## src/rtl/btn_cmd_arbiter_pkg.sv

```systemverilog
// Shared types for the button command arbiter: debounce FSM state encoding,
// command codes and channel indices into the {CLR,DN,UP} vectors.
package btn_cmd_pkg;

  typedef enum logic [1:0] {
    ST_IDLE       = 2'b00,
    ST_PRESS_WAIT = 2'b01,
    ST_HELD       = 2'b10,
    ST_REL_WAIT   = 2'b11
  } db_state_e;

  typedef enum logic [1:0] {
    CMD_NONE = 2'b00,
    CMD_UP   = 2'b01,
    CMD_DN   = 2'b10,
    CMD_CLR  = 2'b11
  } cmd_e;

  localparam int unsigned CH_UP  = 0;
  localparam int unsigned CH_DN  = 1;
  localparam int unsigned CH_CLR = 2;

endpackage

```

## src/rtl/btn_cmd_arbiter_if.sv

```systemverilog
// Button/control inputs and count/status outputs of the arbiter.
// master drives buttons and EN; slave is the arbiter itself.
interface btn_cmd_arbiter_if #(
  parameter int unsigned VAL_W = 14
);
  logic             EN;
  logic             BTN_UP;
  logic             BTN_DN;
  logic             BTN_CLR;
  logic [VAL_W-1:0] VALUE;
  logic             CMD_VALID;
  logic [1:0]       CMD;
  logic [2:0]       BTN_LVL;
  logic             BUSY;

  modport master (
    output EN, BTN_UP, BTN_DN, BTN_CLR,
    input  VALUE, CMD_VALID, CMD, BTN_LVL, BUSY
  );

  modport slave (
    input  EN, BTN_UP, BTN_DN, BTN_CLR,
    output VALUE, CMD_VALID, CMD, BTN_LVL, BUSY
  );
endinterface

```

## src/rtl/btn_debounce_ch.sv

```systemverilog
// One debounced button channel: 2-flop synchroniser, press/release debounce
// FSM with an up-counting stability timer, debounced level and a one-cycle
// press strobe asserted on the edge that enters HELD.
//
//   state       | meaning
//   ------------+-----------------------------------------------------------
//   IDLE        | button released and stable
//   PRESS_WAIT  | input high, counting stable cycles before accepting press
//   HELD        | press accepted, button held
//   REL_WAIT    | input low, counting stable cycles before accepting release
module btn_debounce_ch #(
  parameter int unsigned DB_CYCLES = 1000000,
  parameter int unsigned CNT_W     = 20
) (
  input  logic CLK,
  input  logic RST,
  input  logic btn_i,
  output logic lvl_o,
  output logic press_o
);
  import btn_cmd_pkg::*;

  localparam logic [CNT_W-1:0] CNT_LAST = CNT_W'(DB_CYCLES - 1);

  logic [1:0]       sync_q;
  logic             s;
  db_state_e        state_q, state_d;
  logic [CNT_W-1:0] cnt_q, cnt_d;

  // Two-stage synchroniser for the raw asynchronous button.
  always_ff @(posedge CLK or posedge RST) begin
    if (RST) sync_q <= 2'b00;
    else     sync_q <= {sync_q[0], btn_i};
  end

  assign s = sync_q[1];

  // FSM state and stability counter registers.
  always_ff @(posedge CLK or posedge RST) begin
    if (RST) begin
      state_q <= ST_IDLE;
      cnt_q   <= '0;
    end else begin
      state_q <= state_d;
      cnt_q   <= cnt_d;
    end
  end

  // Next-state, counter and press strobe; the strobe is combinational so the
  // pending flag upstream sets on the same edge the FSM enters HELD.
  always_comb begin
    state_d = state_q;
    cnt_d   = cnt_q;
    press_o = 1'b0;
    unique case (state_q)
      ST_IDLE: begin
        if (s) begin
          state_d = ST_PRESS_WAIT;
          cnt_d   = '0;
        end
      end
      ST_PRESS_WAIT: begin
        if (!s) begin
          state_d = ST_IDLE;
        end else if (cnt_q == CNT_LAST) begin
          state_d = ST_HELD;
          press_o = 1'b1;
        end else begin
          cnt_d = cnt_q + 1'b1;
        end
      end
      ST_HELD: begin
        if (!s) begin
          state_d = ST_REL_WAIT;
          cnt_d   = '0;
        end
      end
      ST_REL_WAIT: begin
        if (s) begin
          state_d = ST_HELD;
        end else if (cnt_q == CNT_LAST) begin
          state_d = ST_IDLE;
        end else begin
          cnt_d = cnt_q + 1'b1;
        end
      end
      default: begin
        state_d = ST_IDLE;
      end
    endcase
  end

  assign lvl_o = (state_q == ST_HELD) || (state_q == ST_REL_WAIT);

endmodule

```

## src/rtl/btn_cmd_arbiter.sv

```systemverilog
// Three independently debounced buttons feeding per-channel pending flags,
// a fixed-priority (CLR > DN > UP) single-grant arbiter and a wrapping
// 0..MAX_VAL counter. Pending flags saturate, so repeated presses while
// grants are frozen collapse into one command.
module btn_cmd_arbiter #(
  parameter int unsigned DB_CYCLES = 1000000,
  parameter int unsigned CNT_W     = 20,
  parameter int unsigned MAX_VAL   = 9999,
  parameter int unsigned VAL_W     = 14
) (
  input logic              CLK,
  input logic              RST,
  btn_cmd_arbiter_if.slave bus
);
  import btn_cmd_pkg::*;

  localparam logic [VAL_W-1:0] MAX_L = VAL_W'(MAX_VAL);

  logic [2:0]       raw;
  logic [2:0]       lvl;
  logic [2:0]       press;
  logic [2:0]       pending_q, pending_d;
  logic [2:0]       grant;
  logic [VAL_W-1:0] value_q, value_d;
  logic             cmd_valid_q, cmd_valid_d;
  cmd_e             cmd_q, cmd_d;

  assign raw = {bus.BTN_CLR, bus.BTN_DN, bus.BTN_UP};

  for (genvar i = 0; i < 3; i++) begin : g_ch
    btn_debounce_ch #(
      .DB_CYCLES (DB_CYCLES),
      .CNT_W     (CNT_W)
    ) u_ch (
      .CLK     (CLK),
      .RST     (RST),
      .btn_i   (raw[i]),
      .lvl_o   (lvl[i]),
      .press_o (press[i])
    );
  end

  // Priority grant, counter arithmetic and pending-flag update.
  always_comb begin
    grant   = 3'b000;
    cmd_d   = CMD_NONE;
    value_d = value_q;
    if (bus.EN) begin
      if (pending_q[CH_CLR]) begin
        grant[CH_CLR] = 1'b1;
        cmd_d         = CMD_CLR;
      end else if (pending_q[CH_DN]) begin
        grant[CH_DN] = 1'b1;
        cmd_d        = CMD_DN;
      end else if (pending_q[CH_UP]) begin
        grant[CH_UP] = 1'b1;
        cmd_d        = CMD_UP;
      end
    end
    unique case (cmd_d)
      CMD_UP:  value_d = (value_q == MAX_L) ? '0 : value_q + 1'b1;
      CMD_DN:  value_d = (value_q == '0) ? MAX_L : value_q - 1'b1;
      CMD_CLR: value_d = '0;
      default: value_d = value_q;
    endcase
    cmd_valid_d = (cmd_d != CMD_NONE);
    // A fresh press on the grant edge re-arms the flag rather than being lost.
    pending_d   = (pending_q & ~grant) | press;
  end

  // Pending flags, count and registered command outputs.
  always_ff @(posedge CLK or posedge RST) begin
    if (RST) begin
      pending_q   <= 3'b000;
      value_q     <= '0;
      cmd_valid_q <= 1'b0;
      cmd_q       <= CMD_NONE;
    end else begin
      pending_q   <= pending_d;
      value_q     <= value_d;
      cmd_valid_q <= cmd_valid_d;
      cmd_q       <= cmd_d;
    end
  end

  assign bus.VALUE     = value_q;
  assign bus.CMD_VALID = cmd_valid_q;
  assign bus.CMD       = cmd_q;
  assign bus.BTN_LVL   = lvl;
  assign bus.BUSY      = |pending_q;

endmodule

```

## src/flat_wrapper.sv

```systemverilog
// flat-port wrapper written by rule: the top's interface ports become plain ports
module btn_cmd_arbiter_flat import btn_cmd_pkg::*;
#(
  parameter int unsigned DB_CYCLES = 1000000,
  parameter int unsigned CNT_W     = 20,
  parameter int unsigned MAX_VAL   = 9999,
  parameter int unsigned VAL_W     = 14
)
  (CLK, RST, bus_EN, bus_BTN_UP, bus_BTN_DN, bus_BTN_CLR, bus_VALUE, bus_CMD_VALID, bus_CMD, bus_BTN_LVL, bus_BUSY);
  btn_cmd_arbiter_if #(.VAL_W(VAL_W)) bus_i ();
  input logic CLK;
  input logic RST;
  input wire logic [$bits(bus_i.EN)-1:0] bus_EN;
  input wire logic [$bits(bus_i.BTN_UP)-1:0] bus_BTN_UP;
  input wire logic [$bits(bus_i.BTN_DN)-1:0] bus_BTN_DN;
  input wire logic [$bits(bus_i.BTN_CLR)-1:0] bus_BTN_CLR;
  output wire logic [$bits(bus_i.VALUE)-1:0] bus_VALUE;
  output wire logic [$bits(bus_i.CMD_VALID)-1:0] bus_CMD_VALID;
  output wire logic [$bits(bus_i.CMD)-1:0] bus_CMD;
  output wire logic [$bits(bus_i.BTN_LVL)-1:0] bus_BTN_LVL;
  output wire logic [$bits(bus_i.BUSY)-1:0] bus_BUSY;
  assign bus_i.EN = bus_EN;
  assign bus_i.BTN_UP = bus_BTN_UP;
  assign bus_i.BTN_DN = bus_BTN_DN;
  assign bus_i.BTN_CLR = bus_BTN_CLR;
  assign bus_VALUE = bus_i.VALUE;
  assign bus_CMD_VALID = bus_i.CMD_VALID;
  assign bus_CMD = bus_i.CMD;
  assign bus_BTN_LVL = bus_i.BTN_LVL;
  assign bus_BUSY = bus_i.BUSY;
  btn_cmd_arbiter #(.DB_CYCLES(DB_CYCLES), .CNT_W(CNT_W), .MAX_VAL(MAX_VAL), .VAL_W(VAL_W)) u_core (.CLK(CLK), .RST(RST), .bus(bus_i));
endmodule
```

## config.mk

```make
export PLATFORM = sky130hd
export DESIGN_NAME = btn_cmd_arbiter_flat
export DESIGN_NICKNAME = d
export VERILOG_FILES = /design/src/rtl/btn_cmd_arbiter_pkg.sv /design/src/rtl/btn_cmd_arbiter_if.sv /design/src/rtl/btn_debounce_ch.sv /design/src/rtl/btn_cmd_arbiter.sv /design/src/flat_wrapper.sv
export SDC_FILE = /design/constraint.sdc
export NUM_CORES = 1
export LEC_CHECK = 0
export ABC_AREA = 1
export CORE_MARGIN = 4
export CORE_UTILIZATION = 35
export DETAILED_ROUTE_END_ITERATION = 10
export PLACE_DENSITY = 0.6
export SLEW_MARGIN = 25
export SYNTH_ARGS = -nofsm -noshare
export SYNTH_HDL_FRONTEND = slang
export SYNTH_HIERARCHICAL = 1
export SYNTH_SLANG_ARGS = --single-unit
```

## constraint.sdc

```tcl
create_clock -name CLK -period 3.55 [get_ports CLK]
set_clock_uncertainty 0.2 [all_clocks]
set_input_delay 0.71 -clock CLK [delete_from_list [all_inputs] [get_ports CLK]]
set_output_delay 0.71 -clock CLK [all_outputs]
set_load 0.05 [all_outputs]
```

==> impl_metrics.py, run 1 <==
metrics = {
    "route": {
        "route.detailed.drc": 0,
        "num_vias": 5314,
        "final_antenna_net_count": 0,
        "vias_per_cell": 4.766,
        "drtIter0Drc": 423,
        "routed_wl_um": 14020,
        "dr.pass1.iters": 6,
        "wl_per_cell_um": 12.57,
    },
    "die": {
        "fp.dieH_um": 142.3,
        "io_pins": 27,
        "die_w_um": 142.3,
        "die_area_mm2": 0.02024,
        "core_region_area_mm2": 0.01748,
        "rows": 48,
        "start_util": 0.3610,
    },
    "sta": {
        "hold_viol_final": 0,
        "setup_violations": 0,
        "rsz0062_at_grt": "false",
        "relSlewSlack": 0.4669,
        "finalCriticalPeriod_ns": 2.721,
        "worst_slack_ns": 0.8294,
        "fin_crit_sh": 0.7664,
        "fmaxAchievable_ghz": 0.3676,
        "tns_ns": 0,
        "hold_ws_ns": 0.1529,
        "max_slew.worst_pin.slew_ns": 0.7988,
        "maxSlewViolCount": 0,
    },
    "synth": {
        "ys_top_cells_by_area": "dfrtp_1, nand2_1, nand3_1",
        "synth_commonest_cells": "nand2_1, dfrtp_1, nand3_1",
        "yosysTopAreaCellShare": 0.3649,
        "post-synth-top-count-cell": "nand2_1",
        "synth_edf_count": 0,
        "netlist_area_mm2": 0.006309,
        "seq_area_frac_synth": 0.3649,
        "syn_inst": 876,
        "ys.flop_type": "dfrtp_1",
        "avgSynthCellArea_um2": 7.202,
        "yosys_warnings": 6,
        "ys_seq_elements": 92,
        "synthArstFlopShare": 1.000,
        "synth_cell_type_count": 38,
        "syn_nets": 888,
        "synth_top_area_cell": "dfrtp_1",
    },
    "worst_setup_path": {
        "path_class": "flip-flop to primary output",
        "required_ns": 2.64,
        "slowest_stage": "clkdlybuf4s50_1",
        "critPathArrivalTime_ns": 1.81,
        "r2r_cells": 8,
        "regToRegSetupSlack_ns": 1.54,
        "crit_family": "buffers and inverters",
        "timing.rr.start": "u_core/g_ch[2].u_ch/cnt_q[0]",
        "path_max_fanout": 9,
        "cp_cell_sequence": "clkdlybuf4s50_1",
        "timing.rr.end": "u_core/g_ch[2].u_ch/cnt_q[18]",
        "critPathBufInv": 1,
        "crit_path_max_incr_delay_ns": 0.88,
        "startpoint_type": "flip-flop",
        "cp-end-kind": "primary output",
    },
    "layout": {
        "final_util": 0.3971,
        "post-route-cell-area_mm2": 0.006939,
        "seq_area_mm2": 0.002302,
        "nets": 897,
        "fillers": 1803,
        "diodes": 0,
        "layoutNonFillerInstCount": 1115,
        "syn2layout_area_growth_pct": 9.996,
        "drive_above_1_share": 0.1326,
        "multi_input_area_mm2": 0.003379,
    },
    "global_route": {
        "antenna_found_initial": 0,
        "track_usage": 0.1460,
        "grt_max_degree": 25,
        "grt_pass1_vias": 4903,
        "grt_overflow_total": 0,
        "grt_pass1_wl_um": 24300,
    },
    "worst_hold_path": {
        "whs_path_depth": 0,
        "hp-class": "flip-flop to flip-flop",
        "min_from": "u_core/g_ch[0].u_ch/sync_q[0]",
        "hold-path-endpoint": "u_core/g_ch[0].u_ch/sync_q[1]",
    },
    "clock_tree": {
        "ctsResizeCount": 0,
        "postCtsHoldBufs": 0,
        "numCtsBuffers": 9,
        "htree_levels": 3,
        "cts_tree": "yes",
        "clkTransAtPathRegs_ns": 0.06,
        "insertion_delay_ns": 0.35,
        "cts_sinks": 92,
        "cts_setup_buffers": 0,
        "root_buffer": "clkbuf_16",
        "cts.path.max_buffers": 2,
    },
    "placed_design": {
        "place.gp.congestion": 0.8708,
        "place_area_mm2": 0.006621,
        "place_ws_ns": 1.055,
        "dp_cells": 1099,
        "hpwl_um": 10130,
        "portBuffers": 26,
    },
    "power_and_ir_drop": {
        "irDropWorstVdd_uv": 371.5,
        "p_leak_nw": 3.131,
        "power.density_mw_per_mm2": 463.4,
        "finalPower_mw": 3.216,
    },
    "job": {
        "maxCapViolCount": 0,
    },
    "run_status": {
        "status": "complete, no violations",
    },
}
-- worst max-delay path by stage --
stage	startpoint	to	slack, ns	cells after the start
5_1_grt	u_core/bus.VALUE[2]	bus_VALUE[2]	0.76	1
2_1_floorplan	u_core/bus.VALUE[0]	u_core/bus.VALUE[12]	1.54	10
3_3_place_gp	bus_EN	u_core/bus.VALUE[9]	1.10	8
3_5_place_dp	bus_EN	u_core/bus.VALUE[13]	1.06	8
6_report	u_core/bus.VALUE[6]	bus_VALUE[6]	0.83	1
4_1_cts	u_core/bus.VALUE[6]	bus_VALUE[6]	0.80	1
-- cells by family (layout without fill, tap and decap cells) --
group / count (synthesis) / count (layout) / share of synthesized area
AO/OA/AOI/OAI: 70 / 70 / 0.07100
XOR/XNOR: 32 / 32 / 0.04443
adder cells (fa/ha/maj): 6 / 6 / 0.01190
flip-flops: 92 / 92 / 0.3649
AND/OR/NAND/NOR: 545 / 545 / 0.4084
buffers and inverters: 131 / 145 / 0.09937
-- sequential cells by signal (all words and copies together), names as in the netlist, named ones only --
name	cells
u_core/bus.CMD	2
u_core/bus.CMD_VALID	1
u_core/bus.VALUE	14
u_core/g_ch.u_ch/cnt_q	60
u_core/g_ch.u_ch/state_q	3
u_core/g_ch.u_ch/sync_q	6
u_core/pending_q	3
-- placed cells by master (no fill, tap or decap), types with 2 or more instances in the layout --
cell type and instances:
nand3_1 87, or2_2 4, nand3b_1 4, inv_2 23
o21ai_1 26, nand4_1 24, nor2_1 80, clkdlybuf4s50_1 26
nand4_4 2, xor2_1 25, xnor2_1 7, inv_1 77
nand2_4 5, a31oi_1 4, nor2_4 17, buf_4 3
clkinvlp_4 2, dfrtp_1 92, clkbuf_16 9, o21ai_0 13
o21ai_2 9, nor4_1 3, nor3_1 6, nor2_2 10
a21oi_4 2, nand2_1 274, nand2_2 25, bufinv_16 2
o21bai_1 13, ha_1 6
-- power by group --
group	internal, mW	switching (mW)
combinational	0.293	0.592
sequential	1.12	0.175
clock	0.617	0.414
-- final cells by class --
class                           count  area share
Clock inverter                      6     0.01280
Clock buffer                       10     0.03300
Timing Repair Buffer               29     0.04075
Multi-Input combinational cell    653      0.4870
Inverter                          100     0.05409
Tap cell                          225     0.04057
Sequential cell                    92      0.3318
-- layer usage --
layer,GRT usage,vias to the layer above,routed length (µm)
met2,0.2246,108,6346
met4,0.05404,0,229
met5,0,-,0
li1,-,2792,-
met3,0.02419,12,565
met1,0.2065,2402,6876
Power figures use the tool's default switching activity.
==> inputs of run 2 (changes only) <==
Clock period 3.55 ns to 2.6 ns, I/O delays scaled along.
==> run 2 against run 1 <==
  * Count of clock-buffer cells in the layout is 1 lower
  * Sequential power grew 34%
  * Power grew 34%
  * Hold slack got worse by 0.0019 ns
  * Sequential cell count did not move
  * Register-to-register slack worse by 0.93 ns
  * Cell area hardly changed
  * Global-route usage up 0.18 points
  * Non-clock buffer count rose by 5
  * Utilization hardly changed
  * Critical endpoint is now bus_VALUE[2]
  * Largest cell class unchanged
==> impl_metrics.py, run 2 (synthesized netlist as in run 1, its figures left out) <==
metrics = {
    "run_status": {
        "status": "complete, no violations",
    },
    "sta": {
        "setup_violations": 0,
        "max_slew.worst_pin.slew_ns": 0.5074,
        "fin_crit_sh": 0.9787,
        "hold_viol_final": 0,
        "relSlewSlack": 0.6607,
        "maxSlewViolCount": 0,
        "finalCriticalPeriod_ns": 2.544,
        "rsz0062_at_grt": "false",
        "fmaxAchievable_ghz": 0.3930,
        "tns_ns": 0,
    },
    "clock_tree": {
        "numCtsBuffers": 9,
        "cts.path.max_buffers": 2,
        "root_buffer": "clkbuf_16",
        "htree_levels": 3,
        "insertion_delay_ns": 0.35,
        "cts_tree": "yes",
        "ctsResizeCount": 0,
        "clkTransAtPathRegs_ns": 0.07,
        "cts_sinks": 92,
        "cts_setup_buffers": 0,
        "postCtsHoldBufs": 0,
    },
    "global_route": {
        "grt_pass1_wl_um": 24650,
        "antenna_found_initial": 0,
        "track_usage": 0.1478,
        "grt_pass1_vias": 4964,
        "grt_overflow_total": 0,
        "grt_max_degree": 25,
    },
    "worst_setup_path": {
        "cp-end-kind": "primary output",
        "r2r_cells": 8,
        "regToRegSetupSlack_ns": 0.61,
        "cp_cell_sequence": "clkdlybuf4s50_1",
        "critPathArrivalTime_ns": 1.82,
        "crit_path_max_incr_delay_ns": 0.88,
        "path_max_fanout": 9,
        "required_ns": 1.88,
        "crit_family": "buffers and inverters",
        "timing.rr.end": "u_core/g_ch[2].u_ch/cnt_q[13]",
        "slowest_stage": "clkdlybuf4s50_1",
        "critPathBufInv": 1,
        "path_class": "flip-flop to primary output",
        "startpoint_type": "flip-flop",
        "timing.rr.start": "u_core/g_ch[2].u_ch/cnt_q[0]",
        "crit_path_start": "u_core/bus.VALUE[2]",
    },
    "layout": {
        "drive_above_1_share": 0.1385,
        "syn2layout_area_growth_pct": 10.08,
        "seq_area_mm2": 0.002302,
        "top_register": "u_core/g_ch.u_ch/cnt_q",
        "diodes": 0,
        "final_util": 0.3973,
        "fillers": 1791,
        "nets": 902,
        "layout_common_cells": "nand2_1, dfrtp_1, nand3_1",
        "multi_input_area_mm2": 0.003379,
        "final_common_cell": "nand2_1",
        "largest_register_ff_count": 60,
    },
    "worst_hold_path": {
        "hp-class": "flip-flop to flip-flop",
        "whs_path_depth": 0,
        "hold-path-endpoint": "u_core/g_ch[1].u_ch/sync_q[1]",
        "min_from": "u_core/g_ch[1].u_ch/sync_q[0]",
    },
    "route": {
        "route.detailed.drc": 0,
        "wl_per_cell_um": 12.69,
        "drtIter0Drc": 438,
        "final_antenna_net_count": 0,
        "routed_wl_um": 14220,
        "num_vias": 5343,
        "dr.pass1.iters": 6,
        "vias_per_cell": 4.771,
    },
    "die": {
        "fp.dieH_um": 142.3,
        "die_area_mm2": 0.02024,
        "die_w_um": 142.3,
        "rows": 48,
        "start_util": 0.3610,
        "core_region_area_mm2": 0.01748,
        "io_pins": 27,
    },
    "power_and_ir_drop": {
        "finalPower_mw": 4.302,
        "irDropWorstVdd_uv": 556.7,
        "power.density_mw_per_mm2": 619.6,
        "p_leak_nw": 3.143,
    },
    "job": {
        "maxCapViolCount": 0,
    },
    "placed_design": {
        "portBuffers": 26,
        "hpwl_um": 10300,
        "place.gp.congestion": 0.9258,
    },
}
## run 2: layout make-up
cell class	instances	share of cell area
multi-input cells	653	0.4867
flip-flops and latches	92	0.3315
inverters	100	0.05405
repair buffers	34	0.04613
well taps	225	0.04054
clock buffers	9	0.03243
clock inverters	7	0.008649
## run 2: how the worst max path moves through the flow
stage	to	slack [ns]	cells past startpoint
2_1_floorplan	u_core/bus.VALUE[12]	0.59	10
3_3_place_gp	u_core/bus.VALUE[11]	0.42	9
3_5_place_dp	u_core/bus.VALUE[9]	0.38	8
4_1_cts	bus_VALUE[2]	0.05	1
5_1_grt	bus_VALUE[2]	0.01	1
6_report	bus_VALUE[2]	0.06	1
## run 2: power breakdown
part	leakage, nW	internal [mW]	switching (mW)
combinational	1.78	0.418	0.855
clock	0.136	0.665	0.620
sequential	1.23	1.53	0.209
## run 2: metal layers
layer  wire [µm]  share of wire  vias up  global-route usage
li1            -              -     2800                   -
met1        7106           0.50     2409              0.2098
met2        6369           0.45      120              0.2325
met3         593          0.042       14             0.02251
met4         149          0.010        0             0.04596
met5           0              0        -                   0
## run 2: stage by stage
| stage | cells | setup WS (ns) | area [µm²] | hold WS (ns) |
|---|---|---|---|---|
| after floorplan | 876 | 0.5894 | 6309 | 0.1312 |
| after global placement | 1104 | 0.4209 | 6659 | 0.1320 |
| after detailed placement | 1104 | 0.3806 | 6659 | 0.1394 |
| after CTS | 1120 | 0.04919 | 6944 | 0.1548 |
| after global routing | 1120 | 0.009523 | 6944 | 0.1721 |
| final | 1120 | 0.05551 | 6944 | 0.1510 |
